`src/rtl/or1200_if_queue.sv`:
```
//==============================================================================
// Module      : or1200_if_queue
// Description : Instruction-fetch stage with a DEPTH-entry return queue.
//               Fetch returns arriving while decode is frozen (or while older
//               entries are still waiting) are stored instead of refetched.
//               When the queue is empty and decode is running, a return
//               passes straight through with zero latency. The queue state
//               is exposed to the IC as backpressure (icpu_rdy_o), and a
//               return that arrives when the queue is full is dropped and
//               reported on genpc_refetch.
// Revision    : 1.0 - initial release
//==============================================================================
`default_nettype none

module or1200_if_queue #(
   parameter  int DEPTH = 2,
   parameter  int DW    = 32,
   parameter  int AW    = 32,
   localparam int LW    = $clog2(DEPTH + 1)
) (
   input  logic          clk,
   input  logic          rst,

   // IC / IMMU CPU port
   input  logic [DW-1:0] icpu_dat_i,
   input  logic          icpu_ack_i,
   input  logic          icpu_err_i,
   input  logic [AW-1:0] icpu_adr_i,
   input  logic [3:0]    icpu_tag_i,
   output logic          icpu_rdy_o,

   // Pipeline control
   input  logic          if_freeze,
   input  logic          if_flushpipe,
   input  logic          no_more_dslot,
   input  logic          rfe,

   // Decode-side outputs
   output logic [DW-1:0] if_insn,
   output logic [AW-1:0] if_pc,
   output logic          if_stall,
   output logic          saving_if_insn,
   output logic          genpc_refetch,
   output logic [LW-1:0] if_level,
   output logic          except_itlbmiss,
   output logic          except_immufault,
   output logic          except_ibuserr
);

   //---------------------------------------------------------------------------
   // Constants
   //---------------------------------------------------------------------------
   // Pointer width; a single-entry queue still needs a 1-bit pointer.
   localparam int PW = (DEPTH > 1) ? $clog2(DEPTH) : 1;

   // l.nop encodings: NOP0 marks killed/flushed slots, NOP1 marks idle.
   localparam logic [31:0] NOP0_32 = {6'b000101, 26'h041_0000};
   localparam logic [31:0] NOP1_32 = {6'b000101, 26'h061_0000};
   localparam logic [DW-1:0] NOP0  = DW'(NOP0_32);
   localparam logic [DW-1:0] NOP1  = DW'(NOP1_32);

   // Exception tag encodings presented by the IMMU/IC.
   localparam logic [3:0] TAG_TE = 4'hd;   // ITLB miss
   localparam logic [3:0] TAG_PE = 4'hc;   // IMMU page fault
   localparam logic [3:0] TAG_BE = 4'hb;   // bus error

   localparam logic [PW-1:0] PTR_LAST = PW'(DEPTH - 1);
   localparam logic [LW-1:0] LVL_FULL = LW'(DEPTH);
   localparam logic [LW-1:0] LVL_ONE  = LW'(1);

   //---------------------------------------------------------------------------
   // Queue storage and control state
   //---------------------------------------------------------------------------
   logic [DW-1:0] insn_q [DEPTH];
   logic [AW-1:0] pc_q   [DEPTH];
   logic [2:0]    err_q  [DEPTH];   // {BE, PE, TE}

   logic [PW-1:0] rd_ptr_q, rd_ptr_d;
   logic [PW-1:0] wr_ptr_q, wr_ptr_d;
   logic [LW-1:0] count_q,  count_d;
   logic          bypass_q, bypass_d;

   //---------------------------------------------------------------------------
   // Combinational helpers
   //---------------------------------------------------------------------------
   logic          ret;
   logic          empty;
   logic          full;
   logic          push;
   logic          pop;
   logic          if_bypass;
   logic [AW-1:0] adr_aligned;
   logic [2:0]    ret_err;
   logic [DW-1:0] ret_insn;
   logic [DW-1:0] head_insn;
   logic [AW-1:0] head_pc;
   logic [2:0]    head_err;

   // Address bit 1 has no meaning for word-aligned fetches; keep lint quiet.
   logic          unused_adr;
   assign unused_adr = icpu_adr_i[1];

   // Wrap-around pointer increment; works for any DEPTH, not just powers of 2.
   function automatic logic [PW-1:0] ptr_inc(input logic [PW-1:0] p);
      return (p == PTR_LAST) ? '0 : p + PW'(1);
   endfunction

   // Classify the current return and derive queue handshakes.
   always_comb begin
      ret         = icpu_ack_i | icpu_err_i;
      empty       = (count_q == '0);
      full        = (count_q == LVL_FULL);
      adr_aligned = {icpu_adr_i[AW-1:2], 2'b00};

      ret_err[0]  = icpu_err_i & (icpu_tag_i == TAG_TE);
      ret_err[1]  = icpu_err_i & (icpu_tag_i == TAG_PE);
      ret_err[2]  = icpu_err_i & (icpu_tag_i == TAG_BE);
      ret_insn    = icpu_err_i ? NOP0 : icpu_dat_i;

      // A return is stored only when it cannot pass straight to decode:
      // either decode is frozen or older entries must drain first.
      push        = ret & ~if_flushpipe & ~full & (if_freeze | ~empty);
      pop         = ~if_freeze & ~empty & ~if_flushpipe;

      // Once a flush is seen, keep killing the slot until the fetch of the
      // new target is signalled by address bit 0.
      if_bypass   = icpu_adr_i[0] ? 1'b0 : (bypass_q | if_flushpipe);
   end

   // Head-of-queue read port.
   always_comb begin
      head_insn = insn_q[rd_ptr_q];
      head_pc   = pc_q[rd_ptr_q];
      head_err  = err_q[rd_ptr_q];
   end

   //---------------------------------------------------------------------------
   // Next-state computation for pointers, occupancy and bypass flag
   //---------------------------------------------------------------------------
   // Flush empties the queue outright and outranks any same-cycle push/pop.
   always_comb begin
      rd_ptr_d = rd_ptr_q;
      wr_ptr_d = wr_ptr_q;
      count_d  = count_q;
      bypass_d = if_bypass;

      if (if_flushpipe) begin
         rd_ptr_d = '0;
         wr_ptr_d = '0;
         count_d  = '0;
      end else begin
         if (push) begin
            wr_ptr_d = ptr_inc(wr_ptr_q);
         end
         if (pop) begin
            rd_ptr_d = ptr_inc(rd_ptr_q);
         end
         // push is blocked when full and pop when empty, so the counter
         // can never leave the range 0..DEPTH.
         case ({push, pop})
            2'b10:   count_d = count_q + LVL_ONE;
            2'b01:   count_d = count_q - LVL_ONE;
            default: count_d = count_q;
         endcase
      end
   end

   //---------------------------------------------------------------------------
   // State registers
   //---------------------------------------------------------------------------
   // Control state with synchronous reset; reset outranks flush.
   always_ff @(posedge clk) begin
      if (rst) begin
         rd_ptr_q <= '0;
         wr_ptr_q <= '0;
         count_q  <= '0;
         bypass_q <= 1'b0;
      end else begin
         rd_ptr_q <= rd_ptr_d;
         wr_ptr_q <= wr_ptr_d;
         count_q  <= count_d;
         bypass_q <= bypass_d;
      end
   end

   // Entry payload; only the occupancy counter says which entries are valid,
   // so the data array itself needs no reset.
   always_ff @(posedge clk) begin
      if (push) begin
         insn_q[wr_ptr_q] <= ret_insn;
         pc_q[wr_ptr_q]   <= adr_aligned;
         err_q[wr_ptr_q]  <= ret_err;
      end
   end

   //---------------------------------------------------------------------------
   // Decode-side outputs
   //---------------------------------------------------------------------------
   // Select instruction, pc and exception flags presented to decode.
   always_comb begin
      if (no_more_dslot | rfe | if_bypass) begin
         if_insn = NOP0;
      end else if (!empty) begin
         if_insn = head_insn;
      end else if (icpu_ack_i) begin
         if_insn = icpu_dat_i;
      end else begin
         if_insn = NOP1;
      end

      if_pc = empty ? adr_aligned : head_pc;

      if (no_more_dslot) begin
         except_itlbmiss  = 1'b0;
         except_immufault = 1'b0;
         except_ibuserr   = 1'b0;
      end else if (!empty) begin
         except_itlbmiss  = head_err[0];
         except_immufault = head_err[1];
         except_ibuserr   = head_err[2];
      end else begin
         except_itlbmiss  = ret_err[0];
         except_immufault = ret_err[1];
         except_ibuserr   = ret_err[2];
      end
   end

   // Status outputs toward decode, genpc and the IC.
   always_comb begin
      if_stall       = empty & ~ret;
      saving_if_insn = push;
      genpc_refetch  = ret & full & ~if_flushpipe;
      icpu_rdy_o     = ~full;
      if_level       = count_q;
   end

endmodule

`default_nettype wire

```
`config.mk`:
```
export PLATFORM = sky130hd
export DESIGN_NAME = or1200_if_queue
export DESIGN_NICKNAME = d
export VERILOG_FILES = /design/src/rtl/or1200_if_queue.sv
export SDC_FILE = /design/constraint.sdc
export NUM_CORES = 1
export LEC_CHECK = 0
export CAP_MARGIN = 10
export CORE_MARGIN = 2
export CORE_UTILIZATION = 54
export CTS_BUF_LIST = sky130_fd_sc_hd__clkbuf_16
export CTS_CLUSTER_DIAMETER = 40
export DETAILED_ROUTE_END_ITERATION = 10
export HOLD_SLACK_MARGIN = 0.03
export PLACE_DENSITY = 0.93
export SYNTH_ARGS = -nofsm -noshare
export SYNTH_HDL_FRONTEND = slang
export SYNTH_SLANG_ARGS = --single-unit
```
`constraint.sdc`:
```
create_clock -name clk -period 6.1 [get_ports clk]
set_input_delay 0.61 -clock clk [delete_from_list [all_inputs] [get_ports clk]]
set_output_delay 0.61 -clock clk [all_outputs]
set_load 0.05 [all_outputs]
```
==> flow_summary_export.csv <==
group,metric,value,unit
run_status,status,"finished, final reports clean",
layout,layout.nets,681,
layout,drive_gt1_frac,0.1120,
clock_tree,cts_inserted_buffers,17,
routing,drt-total-wl,13.76,mm
setup_path,r2r-start,"if_level[0]$_SDFFE_PP0P_",
logic_synthesis,ys_seq_elements,136,
min_path,hold_class,"reg2reg",
setup_path,path_max_fanout,28,
sta,grt_setup_unrepaired,"false",
min_path,hp-start,"rd_ptr_q$_SDFFE_PP0P_",
setup_path,crit_required,5.49,ns
clock_tree,clk_pin_slew,0.05,ns
layout,fillers,704,
clock_tree,cts_sinks,136,
routing,viasPerCell,5.469,
setup_path,start_kind,"primary input",
global_route,antenna_found_initial,0,
layout,fin_area,8371,sq um
logic_synthesis,synth_edf_count,130,
sta,setup_tns,0,ns
routing,drcViolationCount,0,
logic_synthesis,synth.distinct_cells,32,
global_route,grt_pass1_vias,4382,
global_route,use_met3,0.06206,
sta,final_hold_viol_count,0,
routing,antenna_left,0,
floorplan,die_h,111.8,um
floorplan,die_area,12500,sq um
logic_synthesis,synth_top_flop_cell,"edfxtp_1",
logic_synthesis,syn-instance-count,463,
placement,port_buffers,145,
sta,maxSlewHeadroom,0.3097,
sta,finClkSkew,0.006373,ns
logic_synthesis,netlist_area,6275,sq um
floorplan,rows,39,
setup_path,crit_path_end_kind,"output pin",
sta,worst_slew_pin_slew,1.033,ns
clock_tree,cts.hold.buffers_added,0,
sta,final-setup-viol-count,0,
clock_tree,post-cts-setup-buffers,0,
global_route,grt-ovfl-total,0,
setup_path,path_class,"in2out",
clock_tree,clock_latency,0.40,ns
clock_tree,htreeDepth,4,
global_route,met1_usage,0.2585,
global_route,grt_pass1_wl,21.74,mm
placement,gp_congestion,0.7730,
pwr,p_per_area,278.9,nW/um^2
sta,postLayoutSetupSlackWorst,2.006,ns
setup_path,worstSetupStartpoint,"if_flushpipe",
clock_tree,cts_tree,"yes",
logic_synthesis,syn_avg_cell_area,13.55,sq um
global_route,grt_max_degree,68,
sta,maxSlewViolCount,0,
placement,place_ws,2.012,ns
pwr,leakage,2.846,nW
floorplan,core_area,11370,sq um
routing,dr.first_iter.drc_count,284,
sta,period_share,0.6712,
floorplan,ioPinCount,149,
floorplan,initial_core_util,0.5519,
pwr,ir_drop,0.1741,mV
placement,dp_hpwl,8.888,mm
routing,vias,4151,
logic_synthesis,ys_warn_count,0,
clock_tree,cts_root_buffer,"clkbuf_16",
routing,post_drt_wl_per_cell,18.13,um
setup_path,crit_arrival,3.48,ns
layout,final_core_util,0.7362,
logic_synthesis,synth_top_area_share,0.6221,
logic_synthesis,synthArstFlopShare,0,
layout,n_antenna_cell,0,
layout,area_growth_syn_to_layout,33.40,%
routing,dr.pass1.iters,4,
floorplan,die_w,111.8,um
logic_synthesis,yosysSeqAreaShare,0.6413,
clock_tree,clockBufferDepth,2,
global_route,top_usage_layer,"met2",
global_route,grt_util_met2,0.3782,
global_route,grtUsageTotal,0.2229,
sta,finalWorstPathRequiredPeriod,4.094,ns
flow_run,max_cap_violations,0,
placement,placedInstanceArea,7807,sq um
clock_tree,cts_resized,0,
sta,max_freq,244.2,MHz
logic_synthesis,synth_largest_area_cell,"edfxtp_1",
logic_synthesis,yosys-top-cells-area,"edfxtp_1, mux2i_1, mux2_4",
## final cells by class
cell class,instances,area [sq um],share of cell area
Clock buffer,17,425.4,0.05082
Clock inverter,14,117.6,0.01405
Inverter,1,3.754,0.0004484
Multi-Input combinational cell,296,2088,0.2495
Sequential cell,136,4028,0.4812
Tap cell,143,178.9,0.02138
Timing Repair Buffer,152,1529,0.1827
## flip-flops by register name, indices dropped and copies added, names as in the netlist, named ones only
name and cells:
wr_ptr_q 1, if_level 2, rd_ptr_q 1, bypass_q 1, err_q 6, pc_q 60
insn_q 64
## metal layers
layer / part of all wire / up-vias
met1: 0.39 / 2004
met4: 0.034 / 0
met5: 0 / -
li1: - / 1963
met3: 0.056 / 35
met2: 0.52 / 149
## worst max-delay path, cell delays in order
cell and delay [ns]:
clkdlybuf4s50_1 0.50, o21bai_1 0.38, nand2_1 0.71, a211oi_1 0.42
clkdlybuf4s50_1 0.86
## cells by family (layout without fill, tap and decap cells)
family,count (synthesis),count (layout),share of synthesized area
buffers and inverters,32,184,0.02911
and+or+nand+nor,149,149,0.1125
DFF,136,136,0.6413
AOI/OAI and AO/OA,53,53,0.04825
adders and majority gates,1,1,0.001994
other,1,2,0.0005976
muxes,89,89,0.1635
xor gates and xnor gates,2,2,0.002792
## Yosys cell counts (all sizes together) (5+ instances only)
library cell and n:
edfxtp 130, mux2i 62, nand2 59, o21ai 36, nor2 34, nor2b 34
mux2 27, buf 20, clkbuf 11, dfxtp 6, a211oi 5, nor3b 5
or2 5
## per-stage QoR
step                      power [W]  std cells  hold slack, ns
after global routing       0.002408        759          0.5584
after detailed placement   0.001414        727          0.5273
after CTS                  0.002345        758          0.5348
final                      0.002334        759          0.5320
after global placement     0.001402        727          0.4826
after floorplan            0.001282        464          0.4522
## worst paths after layout
path	endpoint	slack, ns	cells after the start
min	rd_ptr_q$_SDFFE_PP0P_	0.53	2
max	if_insn[21]	2.01	5
max reg2reg	pc_q[1][8]$_DFFE_PP_	3.62	3
min reg2reg	rd_ptr_q$_SDFFE_PP0P_	0.53	2
## power breakdown
part / internal (W) / switching [W]
registers: 0.00105 / 0.00000924
clock network: 0.000586 / 0.000352
logic: 0.000139 / 0.000195
## placed cells by master, fill, tap and decap left out, types with 4 or more instances in the layout
cell / Yosys / layout
nor2_1: 34 / 32
mux2i_1: 62 / 62
buf_4: 5 / 5
mux2_4: 27 / 27
edfxtp_1: 130 / 130
or2_2: 4 / 5
o21ai_0: 36 / 36
clkinv_2: 0 / 4
clkdlybuf4s50_1: 0 / 145
nand2_1: 59 / 59
a211oi_1: 5 / 5
nor2b_1: 34 / 34
dfxtp_1: 6 / 5
clkbuf_16: 0 / 17
nor3b_1: 5 / 5
clkinv_1: 0 / 4
No activity file was read; power rests on OpenSTA's default activity.
